<file path="config.mk">
export PLATFORM = sky130hd
export DESIGN_NAME = network_output_decoder_flat
export DESIGN_NICKNAME = d
export VERILOG_FILES = /design/src/rtl/network_output_decoder_if.sv /design/src/rtl/network_output_decoder.sv /design/src/flat_wrapper.sv
export SDC_FILE = /design/constraint.sdc
export NUM_CORES = 1
export LEC_CHECK = 0
export BUFFER_PORTS_ARGS = -buffer_cell sky130_fd_sc_hd__buf_4
export CORE_ASPECT_RATIO = 0.7
export CORE_MARGIN = 2
export CORE_UTILIZATION = 30
export DETAILED_ROUTE_END_ITERATION = 16
export PLACE_DENSITY = 0.51
export SYNTH_ARGS = -nofsm -noshare
export SYNTH_HDL_FRONTEND = slang
export SYNTH_SLANG_ARGS = --single-unit
export TNS_END_PERCENT = 20
</file>
<file path="constraint.sdc">
create_clock -name clk -period 3.3 [get_ports clk]
set_input_delay 0.165 -clock clk [delete_from_list [all_inputs] [get_ports clk]]
set_output_delay 0.165 -clock clk [all_outputs]
set_load 0.05 [all_outputs]
</file>
<file path="src/rtl/network_output_decoder_if.sv">
// Handshake and bus bundle for network_output_decoder.
// master: upstream/downstream environment side; slave: the decoder itself.
interface network_output_decoder_if #(
    parameter int unsigned NUM_INPUTS = 5,
    parameter int unsigned WIDTH      = 16
);
    localparam int unsigned IW = (NUM_INPUTS > 1) ? $clog2(NUM_INPUTS) : 1;
    localparam int unsigned CW = $clog2(NUM_INPUTS + 1);

    logic [NUM_INPUTS-1:0][WIDTH-1:0] values_in;
    logic                             valid_in;
    logic [IW-1:0]                    class_out;
    logic [CW-1:0]                    pos_count;
    logic                             ambiguous;
    logic                             valid_out;
    logic                             ready_in;
    logic                             overrun;
    logic [7:0]                       drop_count;

    modport master (
        output values_in, valid_in, ready_in,
        input  class_out, pos_count, ambiguous, valid_out, overrun, drop_count
    );

    modport slave (
        input  values_in, valid_in, ready_in,
        output class_out, pos_count, ambiguous, valid_out, overrun, drop_count
    );
endinterface

</file>
<file path="src/rtl/network_output_decoder.sv">
// Output-layer decoder: captures an aligned vector, scans it one element per
// cycle for argmax and positive count, and holds the result on a valid/ready
// handshake. Vectors arriving while busy are dropped and counted.
// Optional build macro DECODER_MARGIN_CHECK_EN adds runner-up tracking and the
// AMBIGUOUS flag (top1 - top2 < MARGIN_MIN); otherwise AMBIGUOUS is tied low.
module network_output_decoder #(
    parameter int unsigned     NUM_INPUTS = 5,
    parameter int unsigned     WIDTH      = 16,
    parameter int unsigned     FRAC_BITS  = 12,
    parameter logic [WIDTH-1:0] MARGIN_MIN = 16'h0800
) (
    input  logic                     clk,
    input  logic                     rst,
    network_output_decoder_if.slave  bus
);
    localparam int unsigned IW = (NUM_INPUTS > 1) ? $clog2(NUM_INPUTS) : 1;
    localparam int unsigned CW = $clog2(NUM_INPUTS + 1);

    // Elaboration-time parameter sanity
    if (NUM_INPUTS < 2) begin : g_bad_inputs
        $error("network_output_decoder: NUM_INPUTS must be >= 2");
    end
    if (FRAC_BITS >= WIDTH) begin : g_bad_frac
        $error("network_output_decoder: FRAC_BITS must be < WIDTH");
    end
    if (MARGIN_MIN[WIDTH-1]) begin : g_bad_margin
        $error("network_output_decoder: MARGIN_MIN must be non-negative");
    end

    typedef enum logic [1:0] {
        S_IDLE = 2'd0,
        S_SCAN = 2'd1,
        S_OUT  = 2'd2
    } state_t;

    state_t                           state_q, state_d;
    logic [NUM_INPUTS-1:0][WIDTH-1:0] bank_q;
    logic [IW-1:0]                    idx_q;
    logic signed [WIDTH-1:0]          max_q, max_d, elem_c;
    logic [IW-1:0]                    cls_q, cls_d;
    logic [CW-1:0]                    cnt_q, cnt_d;
    logic                             busy_c, capture_c, drop_c, handshake_c, last_c, first_c;
    logic                             amb_c;

    // State register
    always_ff @(posedge clk or posedge rst) begin
        if (rst) state_q <= S_IDLE;
        else     state_q <= state_d;
    end

    // Next state, capture/drop/handshake decisions
    always_comb begin
        state_d     = state_q;
        busy_c      = (state_q != S_IDLE) && !(state_q == S_OUT && bus.ready_in);
        handshake_c = (state_q == S_OUT) && bus.ready_in;
        last_c      = (idx_q == IW'(NUM_INPUTS - 1));
        capture_c   = bus.valid_in && !busy_c;
        drop_c      = bus.valid_in && busy_c;
        case (state_q)
            S_IDLE:  if (bus.valid_in) state_d = S_SCAN;
            S_SCAN:  if (last_c) state_d = S_OUT;
            S_OUT:   if (bus.ready_in) state_d = bus.valid_in ? S_SCAN : S_IDLE;
            default: state_d = S_IDLE;
        endcase
    end

    // One scan step: strict signed compare keeps the lowest index on ties
    always_comb begin
        elem_c  = bank_q[idx_q];
        first_c = (idx_q == '0);
        max_d   = max_q;
        cls_d   = cls_q;
        cnt_d   = cnt_q + CW'(elem_c > 0);
        if (first_c) begin
            max_d = elem_c;
            cls_d = '0;
            cnt_d = CW'(elem_c > 0);
        end else if (elem_c > max_q) begin
            max_d = elem_c;
            cls_d = idx_q;
        end
    end

`ifdef DECODER_MARGIN_CHECK_EN
    logic signed [WIDTH-1:0] top2_q, top2_d;
    logic signed [WIDTH:0]   margin_c;

    // Runner-up tracking and margin compare in WIDTH+1 bits
    always_comb begin
        top2_d = top2_q;
        if (first_c)               top2_d = {1'b1, {(WIDTH-1){1'b0}}};
        else if (elem_c > max_q)   top2_d = max_q;
        else if (elem_c > top2_q)  top2_d = elem_c;
        margin_c = (WIDTH+1)'(max_d) - (WIDTH+1)'(top2_d);
        amb_c    = margin_c < (WIDTH+1)'($signed(MARGIN_MIN));
    end

    // Runner-up register
    always_ff @(posedge clk or posedge rst) begin
        if (rst)                     top2_q <= '0;
        else if (state_q == S_SCAN)  top2_q <= top2_d;
    end
`else
    assign amb_c = 1'b0;
`endif

    // Capture bank, scan accumulators, result and drop bookkeeping
    always_ff @(posedge clk or posedge rst) begin
        if (rst) begin
            bank_q         <= '0;
            idx_q          <= '0;
            max_q          <= '0;
            cls_q          <= '0;
            cnt_q          <= '0;
            bus.valid_out  <= 1'b0;
            bus.class_out  <= '0;
            bus.pos_count  <= '0;
            bus.ambiguous  <= 1'b0;
            bus.overrun    <= 1'b0;
            bus.drop_count <= '0;
        end else begin
            if (capture_c) begin
                bank_q <= bus.values_in;
                idx_q  <= '0;
            end else if (state_q == S_SCAN) begin
                idx_q <= idx_q + IW'(1);
                max_q <= max_d;
                cls_q <= cls_d;
                cnt_q <= cnt_d;
            end
            if (state_q == S_SCAN && last_c) begin
                bus.valid_out <= 1'b1;
                bus.class_out <= cls_d;
                bus.pos_count <= cnt_d;
                bus.ambiguous <= amb_c;
            end else if (handshake_c) begin
                bus.valid_out <= 1'b0;
            end
            bus.overrun <= drop_c;
            if (drop_c && bus.drop_count != 8'hFF) bus.drop_count <= bus.drop_count + 8'd1;
        end
    end
endmodule
</file>
<file path="src/flat_wrapper.sv">
// flat-port wrapper written by rule: the top's interface ports become plain ports
module network_output_decoder_flat 
#(
    parameter int unsigned     NUM_INPUTS = 5,
    parameter int unsigned     WIDTH      = 16,
    parameter int unsigned     FRAC_BITS  = 12,
    parameter logic [WIDTH-1:0] MARGIN_MIN = 16'h0800
)
  (clk, rst, bus_values_in, bus_valid_in, bus_ready_in, bus_class_out, bus_pos_count, bus_ambiguous, bus_valid_out, bus_overrun, bus_drop_count);
  network_output_decoder_if #(.NUM_INPUTS(NUM_INPUTS), .WIDTH(WIDTH)) bus_i ();
  input  logic clk;
  input  logic rst;
  input wire logic [$bits(bus_i.values_in)-1:0] bus_values_in;
  input wire logic [$bits(bus_i.valid_in)-1:0] bus_valid_in;
  input wire logic [$bits(bus_i.ready_in)-1:0] bus_ready_in;
  output wire logic [$bits(bus_i.class_out)-1:0] bus_class_out;
  output wire logic [$bits(bus_i.pos_count)-1:0] bus_pos_count;
  output wire logic [$bits(bus_i.ambiguous)-1:0] bus_ambiguous;
  output wire logic [$bits(bus_i.valid_out)-1:0] bus_valid_out;
  output wire logic [$bits(bus_i.overrun)-1:0] bus_overrun;
  output wire logic [$bits(bus_i.drop_count)-1:0] bus_drop_count;
  assign bus_i.values_in = bus_values_in;
  assign bus_i.valid_in = bus_valid_in;
  assign bus_i.ready_in = bus_ready_in;
  assign bus_class_out = bus_i.class_out;
  assign bus_pos_count = bus_i.pos_count;
  assign bus_ambiguous = bus_i.ambiguous;
  assign bus_valid_out = bus_i.valid_out;
  assign bus_overrun = bus_i.overrun;
  assign bus_drop_count = bus_i.drop_count;
  network_output_decoder #(.NUM_INPUTS(NUM_INPUTS), .WIDTH(WIDTH), .FRAC_BITS(FRAC_BITS), .MARGIN_MIN(MARGIN_MIN)) u_core (.clk(clk), .rst(rst), .bus(bus_i));
endmodule
</file>
## After elaboration in Yosys (flattened, before gate mapping)

Index checks and enable logic that the tools add are counted.

| cells by class | value |
|---|---|
| add/sub/neg operators | 3 |
| $lt $le $gt $ge | 3 |
| eq/ne operators | 7 |
| mux-type cells | 16 |
| bitwise gates (word level) | 1 |
| reduce and logical (&&, ||, !) cells | 17 |

Operator list:

| operator | count |
|---|---|
| $bmux W16 S3 | 1 |
| $mux W16 | 3 |
| $gt A16 B1 Y1 const B | 1 |
| $gt A16 B16 Y1 | 1 |
| $mux W3 | 5 |
| $add A8 B1 Y8 const B | 1 |
| $ne A8 B8 Y1 const B | 1 |
| $reduce_bool A2 Y1 | 4 |
| $logic_and A1 B1 Y1 | 6 |
| $mux W2 | 3 |
| $pmux W2 S3 | 1 |
| $reduce_and A3 Y1 | 2 |
| $lt A3 B4 Y1 const B | 1 |
| $ne A2 B2 Y1 const B | 2 |
| $add A3 B1 Y3 | 1 |
| $add A3 B1 Y3 const B | 1 |
| $eq A3 B3 Y1 const B | 1 |
| $logic_not A3 Y1 | 1 |
| $mux W1 | 3 |
| $eq A2 B1 Y1 const B | 1 |
| $eq A2 B2 Y1 const B | 1 |
| $logic_not A1 Y1 | 2 |
| $logic_not A2 Y1 | 1 |
| $ne A2 B1 Y1 const B | 1 |
| other kinds (2) | 2 |

| word-level totals | value |
|---|---|
| bits in registers | 123 |
| input port bits | 84 |
| output and inout port bits | 17 |
| word-level logic and storage cells | 62 |

## Logic depth before layout (Yosys ltp)

Gate-level depths: netlist (run 1).

| depth | value |
|---|---|
| word-level depth | 8 |
| mapped depth | 14 |
| gate-level depth less buffers | 11 |

## Worst setup path after synthesis (run 1)

OpenSTA, ideal clock, no wires.

| path | value |
|---|---|
| kind | register -> register |
| start | reg u_core.idx_q[0] |
| end | reg u_core.max_q[1] |
| setup time | 0.125 ns |
| data arrival time | 3.412 ns |
| data required time | 3.175 ns |
| path slack | -0.237 ns |
| cell stages (with the launch flop) | 12 |
| buffers on the path | 3 |
| period minus slack after synthesis | 3.537 ns |
| path through | dfrtp_1 buf_2 buf_2 mux4_2 a22o_1 ha_1 a21oi_1 a2111oi_2 or4b_4 a41oi_4 buf_12 mux2_4 |

| between the ends | value |
|---|---|
| word-level cells in the longest chain between the ends | 5 |
| elaborated cells between the ends (all ways) | 8 |
| those cells by class | order compare: 1; mux: 4; reduce/logical: 3 |

Ends and longest elaborated chain:

| item | line | text |
|---|---|---|
| start: declaration | network_output_decoder.sv:38 | `logic [IW-1:0] idx_q;` |
| start signal: assignment | network_output_decoder.sv:126 | `idx_q <= idx_q + IW'(1);` |
| $bmux W16 S3 | network_output_decoder.sv:69 | `elem_c = bank_q[idx_q];` |
| $mux W16 (implied by the code) | network_output_decoder.sv:69 |  |
| named net u_core.elem_c[3] | network_output_decoder.sv:39 | `logic signed [WIDTH-1:0] max_q, max_d, elem_c;` |
| $gt A16 B16 Y1 | network_output_decoder.sv:78 | `end else if (elem_c > max_q) begin` |
| $reduce_bool A2 Y1 (no line) | -- |  |
| $reduce_and A3 Y1 (no line) | -- |  |
| end signal: assignment | network_output_decoder.sv:127 | `max_q <= max_d;` |
| end: declaration | network_output_decoder.sv:39 |  |

The timed path passes the listed nets, and every way through them passes these cells. The select of a mux whose other input is x is not followed.
A chain may end at the register's enable or synchronous reset.

## Final worst setup path (run 1)

| path | value |
|---|---|
| start | reg u_core.idx_q[0] |
| end | reg u_core.max_q[7] |

The elaborated chain is that of the path after synthesis.

==> results.toml, run 1 <==
[run_status]
run_status = "complete, but fails checks"
violations = "setup timing"

[floorplanning]
chipHeight_um = 123
die_area_um2 = 21300
die_w_um = 174
core_um2 = 19800
start_util_pct = 30.5
io_pins = 101
fp-row-count = 43

[grt]
grt_pass1_wl_mm = 26.0
grt_usage_pct = 15.8
grt_start_max_net_pins = 84
antenna_found_initial = 0
first_global_vias = 4928
gr-total-overflow = 0

[cts]
cts_buffers = 17
cts_tree = "done"
clk_latency_ps = 430
clk_pin_slew_ps = 60
cts.sinks = 123
cts_htree_levels = 4
cts-root-buf = "clkbuf_16"
cts_max_path_buffers = 2

[yosys]
synth_area_um2 = 6040
synth_most_common_cell = "dfrtp_1"
synth_edf_count = 0
synthXorXnorAreaFrac_pct = 1.30
synthArstFlopShare_pct = 100
ys.flop_type = "dfrtp_1"
ys_ff_latch = 123
synth.distinct_cells = 60
yosysSeqAreaShare_pct = 51.0
synth_mux_area_share_pct = 24.7
synth_compound_area_share_pct = 7.75
synth_top_family_by_area = "multiplexers"
synth_fa_ha_area_share_pct = 4.35
synth_cells = 470
yosys.area_share.simple_pct = 7.46
synth.avg_cell_area_um2 = 12.9
synth_top_cell_by_area = "dfrtp_1"
synth_common_cells = "123 x dfrtp_1, 93 x mux2_2, 22 x inv_1, 21 x ha_1, 21 x nand2_1"
synthDominantCellAreaShare_pct = 51.0
yosys-top-cells-area = "dfrtp_1 51%, mux2_2 17%, ha_1 4.3%, mux2i_1 2.5%, mux2_4 2.2%"
synth_nets = 575
ys_warn_count = 0

[placed_design]
place_congestion = 0.806
io_buffer_count = 99
dp_hpwl_mm = 11.2

[detailed_routing]
vias = 4607
drt_pass1_iterations = 7
met2_length_mm = 7.22
drt-total-wl_mm = 16.0
drc = 0
met1_length_mm = 8.05
drtIter0Drc = 253
vias_per_cell = 4.63
drtAntennaViolNets = 0
met3_length_um = 609
highest_layer = "met4"
avgRoutedWirePerCell_um = 16.1

[layout]
drive_gt1_share_pct = 46.8
synthToLayoutAreaGrowth_pct = 53.9
regArea_um2 = 3080
fillers = 1814
diodes = 0
utilization_pct = 47.0
finalNetCount = 816
multiInputGateArea_um2 = 2980

[sta]
relSlewSlack_pct = 37.4
worst_pin_slew_ps = 937
period_needed_ps = 3550
fin_crit_sh_pct = 108
rsz0062_at_grt = "true"
worst_slack_ps = -250
final_max_slew_viol_count = 0
skew_ps = 19.1
timing.fmax_mhz = 282
setup-violations-final = 22
hold_viol_final = 0

[critical_path]
required_ps = 3590
endpoint_kind = "flip-flop"
worstPathMaxFanout = 8
start_kind = "flip-flop"
crit_type = "flip-flop to flip-flop"
arrival_ps = 3840

[pwr]
p_per_area_nw_per_um2 = 1170
peakVddDrop_uv = 479
p_total_mw = 10.9
power.leakage_nw = 4.16

[worst_hold_path]
worstHoldPathType = "input port to async pin"

[run]
maxCapViolations = 0
-- power breakdown --
group	total, mW	switching (mW)	internal (mW)
registers	2.78	0.499	2.28
clock network	2.03	0.686	1.35
logic	6.06	2.82	3.24
-- metrics by stage --
| stage | cell area, um2 | setup slack [ps] | instances | TNS (ps) | hold WS, ps |
|---|---|---|---|---|---|
| finish | 9300 | -250 | 994 | -4260 | 477 |
| global route | 9300 | -359 | 994 | -6980 | 506 |
| CTS | 9240 | -177 | 994 | -3190 | 480 |
| detailed placement | 7420 | -294 | 862 | -4280 | 379 |
| global placement | 7420 | -181 | 862 | -2340 | 371 |
| floorplan | 6070 | -69.5 | 470 | -626 | 272 |
-- worst max-delay path: stages (launching register included) --
cell and delay (ps):
dfrtp_2 420, buf_12 140, mux4_2 540, a22o_1 260, ha_4 280, nand4_1 160
buf_4 190, a2111oi_4 360, buf_4 190, o41ai_4 70, a41oi_4 270, buf_6 220
mux2_4 310
-- worst paths after layout --
check | from | end | slack [ps] | depth (start not counted)
hold reg to reg | u_core.bus.pos_count[2]$_DFFE_PP0P_ | u_core.bus.pos_count[2]$_DFFE_PP0P_ | 480 | 2
min in group clk | u_core.bus.pos_count[2]$_DFFE_PP0P_ | u_core.bus.pos_count[2]$_DFFE_PP0P_ | 480 | 2
setup / recovery | u_core.idx_q[0]$_DFFE_PP0P_ | u_core.max_q[7]$_DFFE_PP0P_ | -250 | 12
setup reg to reg | u_core.idx_q[0]$_DFFE_PP0P_ | u_core.max_q[7]$_DFFE_PP0P_ | -250 | 12
max in group asynchronous | rst | u_core.idx_q[1]$_DFFE_PP0P_ | 1870 | 4
hold / removal | rst | u_core.bus.drop_count[1]$_DFFE_PP0P_ | 480 | 3
-- cells by family (layout without fill, tap and decap cells) --
group	after synthesis	in the layout
xor+xnor	9	9
fa+ha+maj	21	21
buf+inv	46	300
simple gates	80	80
other cells	1	1
compound gates	64	64
flops	123	123
mux	126	126
-- flip-flops by register name, summed over array words and instances, names as in the netlist --
signal	cells
u_core.state_q	2
u_core.bus.class_out	3
u_core.bus.valid_out	1
u_core.idx_q	3
u_core.bus.overrun	1
u_core.bus.pos_count	3
u_core.bank_q	80
u_core.cls_q	3
u_core.bus.drop_count	8
u_core.max_q	16
u_core.cnt_q	3
-- cells in the final DEF, fill, tap and decap left out, drive strengths merged, types with 6 or more instances in the layout --
cell type    Yosys  routed
dfrtp          123     123
xnor2            7       7
a21oi           14      14
buf              9     162
mux2i           15      15
nor2            13      13
mux2           106     106
o21ai           12      12
dlygate4sd3      0      83
nand2           21      21
clkbuf          14      23
nand4            6       6
inv             23      23
ha              21      21
-- per-layer routing --
metal,vias to the layer above,global-route usage [%]
met5,-,0
met4,0,4.31
met3,13,4.06
met2,94,25.0
met1,2297,21.7
li1,2203,-
-- what timing repair did --
action,in CTS,in global routing
setup endpoints to repair,20,26
cloned,2,0
buffers inserted,15,2
pin swaps,19,7
hold endpoints to repair,122,0
gates resized for setup,37,15
hold buffers,83,0
-- cell type report --
cell class / count / area share, %
Timing Repair Buffer: 245 / 23.2
Clock inverter: 9 / 1.71
Clock buffer: 23 / 5.25
Inverter: 23 / 0.996
Tap cell: 270 / 3.63
Sequential cell: 123 / 33.1
Multi-Input combinational cell: 301 / 32.0
No activity file was read; power rests on OpenSTA's default activity.
==> inputs of run 2 (changes only) <==
--- a/config.mk
+++ b/config.mk
@@ -10,7 +10,7 @@
 export CORE_MARGIN = 2
 export CORE_UTILIZATION = 30
 export DETAILED_ROUTE_END_ITERATION = 16
-export PLACE_DENSITY = 0.51
+export PLACE_DENSITY = 0.49
 export SYNTH_ARGS = -nofsm -noshare
 export SYNTH_HDL_FRONTEND = slang
 export SYNTH_SLANG_ARGS = --single-unit
==> constraint.sdc (replaced) <==
create_clock -name clk -period 3.7 [get_ports clk]
set_input_delay 0.185 -clock clk [delete_from_list [all_inputs] [get_ports clk]]
set_output_delay 0.185 -clock clk [all_outputs]
set_load 0.05 [all_outputs]
==> results.toml, run 2 (same netlist as run 1, synthesis figures left out) <==
[placed_design]
place_congestion = 0.797
dp_hpwl_mm = 10.8
dp_slack_ps = 7.15
io_buffer_count = 99

[detailed_routing]
drt-total-wl_mm = 15.5
vias = 4479
vias_per_cell = 4.73
met2_length_mm = 6.98
drtIter0Drc = 207
met1_length_mm = 7.66
highest_layer = "met4"
drc = 0
drtAntennaViolNets = 0
met3_length_um = 702
avgRoutedWirePerCell_um = 16.3
drt_pass1_iterations = 4

[floorplanning]
core_um2 = 19800
fp-row-count = 43
start_util_pct = 30.5
io_pins = 101
die_w_um = 174
die_area_um2 = 21300
chipHeight_um = 123

[layout]
diodes = 0
final_common_cell = "dfrtp_1"
final_cell_mix = "122 x dfrtp_1, 118 x buf_4, 93 x mux2_2"
largest_reg_flops = 80
largest_register = "u_core.bank_q"
synthToLayoutAreaGrowth_pct = 42.1
drive_gt1_share_pct = 41.8
finalNetCount = 769
top_regs = "u_core.bank_q (80), u_core.max_q (16), u_core.bus.drop_count (8)"
fillers = 1897
utilization_pct = 43.4

[cts]
clk_pin_slew_ps = 60
cts_htree_levels = 4
cts_max_path_buffers = 2
cts.sinks = 123
cts_buffers = 17
cts-root-buf = "clkbuf_16"
cts_tree = "done"
clk_latency_ps = 420

[grt]
grt_start_max_net_pins = 124
gr-total-overflow = 0
first_global_vias = 4638
grt_pass1_wl_mm = 24.8
antenna_found_initial = 0
grt_usage_pct = 15.2

[critical_path]
rrSetupSlack_ps = 120
start_kind = "flip-flop"
required_ps = 4010
endpoint_kind = "flip-flop"
crit_type = "flip-flop to flip-flop"
slowest_delay_ps = 540
arrival_ps = 3890
crit_chain = "mux4_2, and2_1, a21o_1, ha_1, a21oi_1, o21a_1, a2bb2oi_2, or4b_4, a41oi_4, buf_12, mux2_2"
worstPathMaxFanout = 11
crit_slowest_cell = "mux4_2"

[sta]
final_max_slew_viol_count = 0
relSlewSlack_pct = 52.1
fin_crit_sh_pct = 96.8
setup_tns_ps = 0
worst_slack_ps = 119
worst_pin_slew_ps = 719
hold_viol_final = 0
timing.fmax_mhz = 279
skew_ps = 9.65
period_needed_ps = 3580
setup-violations-final = 0
timing.hold.ws_ps = 10.8

[pwr]
seqPwrFrac_pct = 29.1
combPwrFrac_pct = 52.9
power.leakage_nw = 3.82
power_switching_share_pct = 38.7
power_switching_mw = 3.27
peakVddDrop_uv = 357
pwr-share-clk_pct = 17.9
internal_power_mw = 5.17
p_per_area_nw_per_um2 = 983

[run_status]
run_status = "completed"

[run]
maxCapViolations = 0

[worst_hold_path]
worstHoldPathType = "input port to flip-flop"
run 2: changes by cell type in the layout (fill, tap and decap cells not counted), sizes merged:
cell,previous run,this run
bufinv,4,0
dlygate4sd3,83,75
clkinv,3,6
buf,162,123
clkbuf,23,18
clkinvlp,2,5
inv,23,26
run 2: worst max-delay path, delay by kind of cell, from the launching register on:
family / cells / cell delay [ps]
muxes: 2 / 880
DFF: 1 / 460
and+or+nand+nor: 2 / 680
AOI/OAI and AO/OA: 5 / 930
buffers and inverters: 1 / 190
adders and majority gates: 1 / 330
run 2: worst paths after layout:
check                                                         start                                   to  cells past startpoint
worst max-delay path                    u_core.idx_q[1]$_DFFE_PP0P_         u_core.max_q[10]$_DFFE_PP0P_                     11
worst min-delay path                               bus_values_in[1]         u_core.bank_q[1]$_DFFE_PP0P_                      2
worst max register to register          u_core.idx_q[1]$_DFFE_PP0P_         u_core.max_q[10]$_DFFE_PP0P_                     11
worst min register to register  u_core.bus.pos_count[2]$_DFFE_PP0P_  u_core.bus.pos_count[2]$_DFFE_PP0P_                      2
max in group asynchronous                                       rst          u_core.idx_q[2]$_DFFE_PP0P_                      4
min in group asynchronous                                       rst  u_core.bus.pos_count[2]$_DFFE_PP0P_                      4
run 2: per-stage QoR:
step           cell area, um2  instances  total power, mW
2_1_floorplan            6040        470             5.51
3_3_place_gp             7200        836             6.63
3_5_place_dp             7200        836             6.73
4_1_cts                  8470        940             8.37
5_1_grt                  8580        947             9.01
6_report                 8580        947             8.44
run 2: what timing repair did:
item / in CTS / in global routing
buffers inserted: 0 / 4
pin swaps: 0 / 2
endpoints found under the setup margin: 8 / 19
resized for setup: 1 / 12
hold buffers: 72 / 3
hold endpoints to repair: 174 / 3
run 2: layer usage:
layer  up-vias  track usage, %
met4         0            4.25
met1      2257            21.3
met2        96            23.2
li1       2114               -
met5         -               0
met3        12            4.31
run 2: final cells by class:
class / instances / area (um2) / share of cell area, %
Clock buffer: 18 / 439 / 5.12
Inverter: 23 / 88.8 / 1.03
Multi-Input combinational cell: 301 / 2810 / 32.8
Sequential cell: 123 / 3080 / 35.9
Clock inverter: 14 / 97.6 / 1.14
Tap cell: 270 / 338 / 3.94
Timing Repair Buffer: 198 / 1730 / 20.1
run 2: power groups by stage:
stage | clock network (mW) | logic, mW | registers (mW)
floorplan | 0 | 2.98 | 2.53
global placement | 0 | 4.17 | 2.46
detailed placement | 0 | 4.27 | 2.47
CTS | 1.56 | 4.35 | 2.45
global route | 1.62 | 4.84 | 2.54
finish | 1.51 | 4.47 | 2.46
